`src/rtl/acc4_pkg.sv`:
```
// acc4_pkg: shared definitions for the acc4_unit accumulator stage.
//   ACC_W       accumulator / operand width (fixed at 4)
//   acc4_op_e   operation encoding carried on in_op
//   *_RST       reset values for the accumulator and flags
package acc4_pkg;

   localparam int unsigned ACC_W = 4;

   typedef enum logic [1:0] {
      OP_LOAD = 2'b00,
      OP_ADD  = 2'b01,
      OP_ADC  = 2'b10,
      OP_CLR  = 2'b11
   } acc4_op_e;

   localparam logic [ACC_W-1:0] ACC_RST    = '0;
   localparam logic             FLAG_C_RST = 1'b0;
   localparam logic             FLAG_Z_RST = 1'b1;
   localparam logic             FLAG_V_RST = 1'b0;

endpackage

```
`src/rtl/acc4_adder.sv`:
```
// acc4_adder: purely combinational ACC_W-bit add with carry-in.
//   a, b  in   ACC_W  operands
//   cin   in   1      carry in
//   sum   out  ACC_W  a + b + cin, modulo 2**ACC_W
//   cout  out  1      unsigned carry out
//   ovf   out  1      two's-complement overflow
module acc4_adder
   import acc4_pkg::*;
(
   input  logic [ACC_W-1:0] a,
   input  logic [ACC_W-1:0] b,
   input  logic             cin,
   output logic [ACC_W-1:0] sum,
   output logic             cout,
   output logic             ovf
);

   logic [ACC_W:0] full;

   always_comb begin
      full = {1'b0, a} + {1'b0, b} + {{ACC_W{1'b0}}, cin};
      sum  = full[ACC_W-1:0];
      cout = full[ACC_W];
      // Overflow when both operands share a sign and the result's sign differs.
      ovf  = (a[ACC_W-1] == b[ACC_W-1]) && (full[ACC_W-1] != a[ACC_W-1]);
   end

endmodule

```
`src/rtl/acc4_unit.sv`:
```
// acc4_unit: 4-bit accumulator stage with carry/zero/overflow flags and a
// one-entry valid/ready output register with pass-through ready.
//   clk        in   1      rising-edge clock
//   rst        in   1      synchronous active-high reset
//   in_valid   in   1      operation request
//   in_ready   out  1      operation can be accepted this cycle
//   in_op      in   2      00 LOAD, 01 ADD, 10 ADC, 11 CLR
//   in_data    in   ACC_W  operand (ignored for CLR)
//   out_valid  out  1      acc/flags hold an unconsumed result
//   out_ready  in   1      consumer takes the result
//   acc        out  ACC_W  accumulator value
//   flag_c     out  1      carry out of last ADD/ADC
//   flag_z     out  1      acc == 0
//   flag_v     out  1      signed overflow of last ADD/ADC
// Build option: define ACC4_SATURATE_EN to clamp ADD/ADC to all-ones on
// unsigned carry-out instead of wrapping.
module acc4_unit
   import acc4_pkg::*;
(
   input  logic             clk,
   input  logic             rst,
   input  logic             in_valid,
   output logic             in_ready,
   input  logic [1:0]       in_op,
   input  logic [ACC_W-1:0] in_data,
   output logic             out_valid,
   input  logic             out_ready,
   output logic [ACC_W-1:0] acc,
   output logic             flag_c,
   output logic             flag_z,
   output logic             flag_v
);

   acc4_op_e         op;
   logic             accept;
   logic             add_cin;
   logic [ACC_W-1:0] add_sum;
   logic             add_cout;
   logic             add_ovf;
   logic [ACC_W-1:0] nxt_acc;
   logic             nxt_c;
   logic             nxt_z;
   logic             nxt_v;

   assign op       = acc4_op_e'(in_op);
   assign in_ready = !out_valid || out_ready;
   assign accept   = in_valid && in_ready;
   assign add_cin  = (op == OP_ADC) ? flag_c : 1'b0;

   acc4_adder u_adder (
      .a    (acc),
      .b    (in_data),
      .cin  (add_cin),
      .sum  (add_sum),
      .cout (add_cout),
      .ovf  (add_ovf)
   );

   always_comb begin
      nxt_acc = acc;
      nxt_c   = flag_c;
      nxt_v   = flag_v;
      case (op)
         OP_LOAD: begin
            nxt_acc = in_data;
            nxt_c   = 1'b0;
            nxt_v   = 1'b0;
         end
         OP_ADD, OP_ADC: begin
            nxt_c = add_cout;
            nxt_v = add_ovf;
`ifdef ACC4_SATURATE_EN
            // V still reflects the unclamped sum; only acc is clamped.
            nxt_acc = add_cout ? '1 : add_sum;
`else
            nxt_acc = add_sum;
`endif
         end
         OP_CLR: begin
            nxt_acc = '0;
            nxt_c   = 1'b0;
            nxt_v   = 1'b0;
         end
      endcase
      nxt_z = (nxt_acc == '0);
   end

   always_ff @(posedge clk) begin
      if (rst) begin
         acc       <= ACC_RST;
         flag_c    <= FLAG_C_RST;
         flag_z    <= FLAG_Z_RST;
         flag_v    <= FLAG_V_RST;
         out_valid <= 1'b0;
      end else if (accept) begin
         acc       <= nxt_acc;
         flag_c    <= nxt_c;
         flag_z    <= nxt_z;
         flag_v    <= nxt_v;
         out_valid <= 1'b1;
      end else if (out_ready) begin
         out_valid <= 1'b0;
      end
   end

endmodule

```
`config.mk`:
```
export PLATFORM = sky130hd
export DESIGN_NAME = acc4_unit
export DESIGN_NICKNAME = d
export VERILOG_FILES = /design/src/rtl/acc4_pkg.sv /design/src/rtl/acc4_adder.sv /design/src/rtl/acc4_unit.sv
export SDC_FILE = /design/constraint.sdc
export NUM_CORES = 1
export LEC_CHECK = 0
export ABC_AREA = 1
export CAP_MARGIN = 25
export CORE_MARGIN = 5
export CORE_UTILIZATION = 39
export CTS_CLUSTER_DIAMETER = 150
export DETAILED_ROUTE_END_ITERATION = 10
export GPL_TIMING_DRIVEN = 0
export HOLD_SLACK_MARGIN = 0.06
export PLACE_DENSITY = 0.8
export SETUP_SLACK_MARGIN = 0.15
export SLEW_MARGIN = 20
export SYNTH_ARGS = -nofsm -noshare
export SYNTH_HDL_FRONTEND = slang
export SYNTH_SLANG_ARGS = --single-unit
```
`constraint.sdc`:
```
create_clock -name clk -period 1.8 [get_ports clk]
set_input_delay 0.27 -clock clk [delete_from_list [all_inputs] [get_ports clk]]
set_output_delay 0.27 -clock clk [all_outputs]
set_load 0.05 [all_outputs]
```
==> results by group, run 1 <==
Placed design
  – Placer Congestion: around 0.74
  – Inst Count DP: 114
  – PortBufs: 18
  – HPWL after DPL: between 1000 and 1500 µm

Finish
  – Share of layout cells above drive strength 1: 0.295
  – Commonest non-fill, non-tap cell in the layout: nand2_1
  – Layout Cells excl Fill: around 120
  – N_diodes: 0
  – Layout area overhead: 44.3%
  – Nets@finish: between 100 and 150
  – Commonest cells after routing, fill and taps aside: nand2_1 (15), inv_1 (11), nand3_1 (8), dlygate4sd2_1 (8), a21oi_1 (7)

Pwr
  – Total Power: 569 µW
  – Leak: 0.000452 µW
  – Power Dens Cells: 667 mW/mm²
  – Peak VDD IR: a little under 0.0004 V

Clock network
  – CTS Buf Count: 3
  – CTS Sinks: 8
  – CTS tree: built
  – Clk_lat worst skew: 0.26 ns
  – Hold bufs inserted after CTS: 0
  – CTS Root Cell: clkbuf_4
  – Clock buffer depth: 2
  – Worst-path clk slew: around 0.060 ns
  – CTS H-tree lvls: 1

Timing
  – Final Max Tran Viols: 0
  – RSZ-0062 raised after global routing: true
  – Finish-stage setup viols: 0
  – Final Hold Viols: 0
  – Min Hold Slack: roughly 0.46 ns
  – Max Freq: roughly 600 MHz
  – Max_slew headroom: 0.664
  – Total negative setup slack: 0 ns
  – Post-layout minimum cycle time: about 1.7 ns
  – Layout Skew: 0.0107 ns
  – Period utilisation layout: 0.928
  – Worst-Margin Slew: slightly above 0.5 ns

Logic synthesis
  – Synthesized instance count: 80
  – Post-Syn Nets: 97
  – Unique masters post-synth: 20
  – Flops & latches, synth: 8
  – Synth warn: 0
  – Post-synthesis sequential area ratio: 0.271
  – Syn Area/Cell: 7.38 µm²
  – Cell Area, Synth: 591 µm²

Die
  – Starting Density: 0.401
  – Die Wd: 48.9 µm
  – Core area: approximately 0.0015 mm²
  – Std-Cell Rows: 14
  – Die area: 0.00239 mm²
  – Die span in y: 48.9 µm
  – IO Pins: 19

Route
  – DRC violations left: 0
  – Vias per inst: 4.93
  – Drt first-iter violations: 9
  – WL final: 1340 µm
  – Antenna violation net count after detailed routing: 0
  – Initial DRT Pass Iterations: 4
  – Via count: 597
  – Wirelength per Cell: between 10 and 15 µm

Worst setup path
  – CP Max Fanout: 3
  – Crit path cell chain: nand2_2 -> fa_2 -> inv_2 -> fa_2 -> nand2_1 -> nand3_2 -> nor2_2 -> nand3_1 -> nand2_1
  – Worst EP required: 1.99 ns
  – Crit path launch type: register
  – Crit path capture: flag_z$_SDFFE_PP1P_
  – Slowest-stage cell, CP: fa_2
  – Crit path arrival time: 1.86 ns
  – Cell count of the worst reg-to-reg path: 9
  – Setup crit start: flag_c$_SDFFE_PP0P_
  – RR Endpoint: flag_z$_SDFFE_PP1P_
  – Critical path class: reg2reg
  – R2R Path Start: flag_c$_SDFFE_PP0P_
  – Worst setup EP type: register
  – CP peak stage delay: 0.42 ns
  – Worst R2R Setup Slack: 0.13 ns

Global routing
  – Vias in the first global route: 544
  – Largest net degree at the start of global routing: 9
  – First-pass GRT wire length: around 2300 µm
  – All-Layer GR Usage: 0.117
  – GR Overflow Total: 0
  – Initial antenna violation count: 0

Run status
  – Status: complete, no violations

Flow run
  – Maxcap violations: 0

Hold path
  – Worst hold path type: reg2reg
[report_power, final]
| part | switching, µW | internal, µW |
|---|---|---|
| registers | 11.1 | 190 |
| clock network | 65.2 | 85.0 |
| logic | 139 | 78.7 |
| total | 215 | 353 |
[layout make-up]
class | instances | area (µm²)
repair buffers | 21 | 185
multi-input cells | 54 | 380
well taps | 16 | 20.0
flip-flops and latches | 8 | 168
clock buffers | 4 | 26.3
inverters | 18 | 72.6
fillers | 145 | 619
[logic make-up after synthesis]
group | synth area share
flops | 0.271
fa+ha+maj | 0.174
simple gates | 0.311
buf+inv | 0.123
compound gates | 0.121
[flip-flops by register name, summed over array words and instances, names as in the netlist]
| register | flops |
|---|---|
| out_valid | 1 |
| flag_c | 1 |
| acc | 4 |
| flag_z | 1 |
| flag_v | 1 |
[how the worst min path moves through the flow]
stage / startpoint / endpoint / slack, ns / depth (start not counted)
finish: flag_v$_SDFFE_PP0P_ / flag_v$_SDFFE_PP0P_ / 0.46 / 2
global route: flag_v$_SDFFE_PP0P_ / flag_v$_SDFFE_PP0P_ / 0.50 / 2
CTS: flag_v$_SDFFE_PP0P_ / flag_v$_SDFFE_PP0P_ / 0.46 / 2
detailed placement: flag_v$_SDFFE_PP0P_ / flag_v$_SDFFE_PP0P_ / 0.46 / 2
global placement: flag_v$_SDFFE_PP0P_ / flag_v$_SDFFE_PP0P_ / 0.45 / 2
floorplan: rst / flag_c$_SDFFE_PP0P_ / 0.33 / 1
[cells in the mapped netlist, drive strengths merged]
master  instances  area share
inv            17        0.11
nor2            3       0.023
o211ai          1       0.013
a21oi           8       0.074
fa              2       0.068
o211a           1       0.017
clkinv          1       0.015
nand2          20        0.16
nand3          11        0.12
dfxtp           8        0.27
o21ai           2       0.017
nor3            1      0.0085
ha              5        0.11
[what timing repair did]
item,in CTS,in global routing
pin swaps,3,1
setup endpoints to repair,15,5
buffers inserted,2,1
gates resized for setup,14,5
hold endpoints to repair,0,0
[per-stage QoR]
step	setup slack, ns	area, µm²	utilization
after floorplan	0.0810	618	-
after global placement	-0.483	818	0.556
after detailed placement	-0.504	818	0.556
after CTS	0.0798	848	0.577
after global routing	0.0770	852	0.579
final	0.130	852	0.579
[per-layer routing]
metal | track usage | wire [µm] | vias up
met5 | 0 | 0 | -
met4 | 0.0404 | 15 | 0
met3 | 0.0275 | 56 | 4
met2 | 0.215 | 734 | 18
met1 | 0.127 | 531 | 272
li1 | - | - | 303
[critical path: cells and delay by family (launching register included)]
family | cells | cell delay (ns)
flops | 1 | 0.35
fa+ha+maj | 2 | 0.75
simple gates | 6 | 0.44
buf+inv | 1 | 0.07
Note: power is estimated with default switching activity, not from simulation.
==> run 2, diff against run 1 <==
--- a/config.mk
+++ b/config.mk
@@ -6,6 +6,7 @@
 export NUM_CORES = 1
 export LEC_CHECK = 0
 export ABC_AREA = 1
+export ABC_CLOCK_PERIOD_IN_PS = 1800
 export CAP_MARGIN = 25
 export CORE_MARGIN = 5
 export CORE_UTILIZATION = 39
@@ -13,6 +14,7 @@
 export DETAILED_ROUTE_END_ITERATION = 10
 export GPL_TIMING_DRIVEN = 0
 export HOLD_SLACK_MARGIN = 0.06
+export MAX_ROUTING_LAYER = met4
 export PLACE_DENSITY = 0.8
 export SETUP_SLACK_MARGIN = 0.15
 export SLEW_MARGIN = 20
==> results of run 2 <==
The final DEF is identical to that of run 1; final timing and power are the same.
Main changes from that run: final weighted congestion in routability-driven placement 0.741 -> 0.750; overall routing resource usage 0.117 -> 0.120
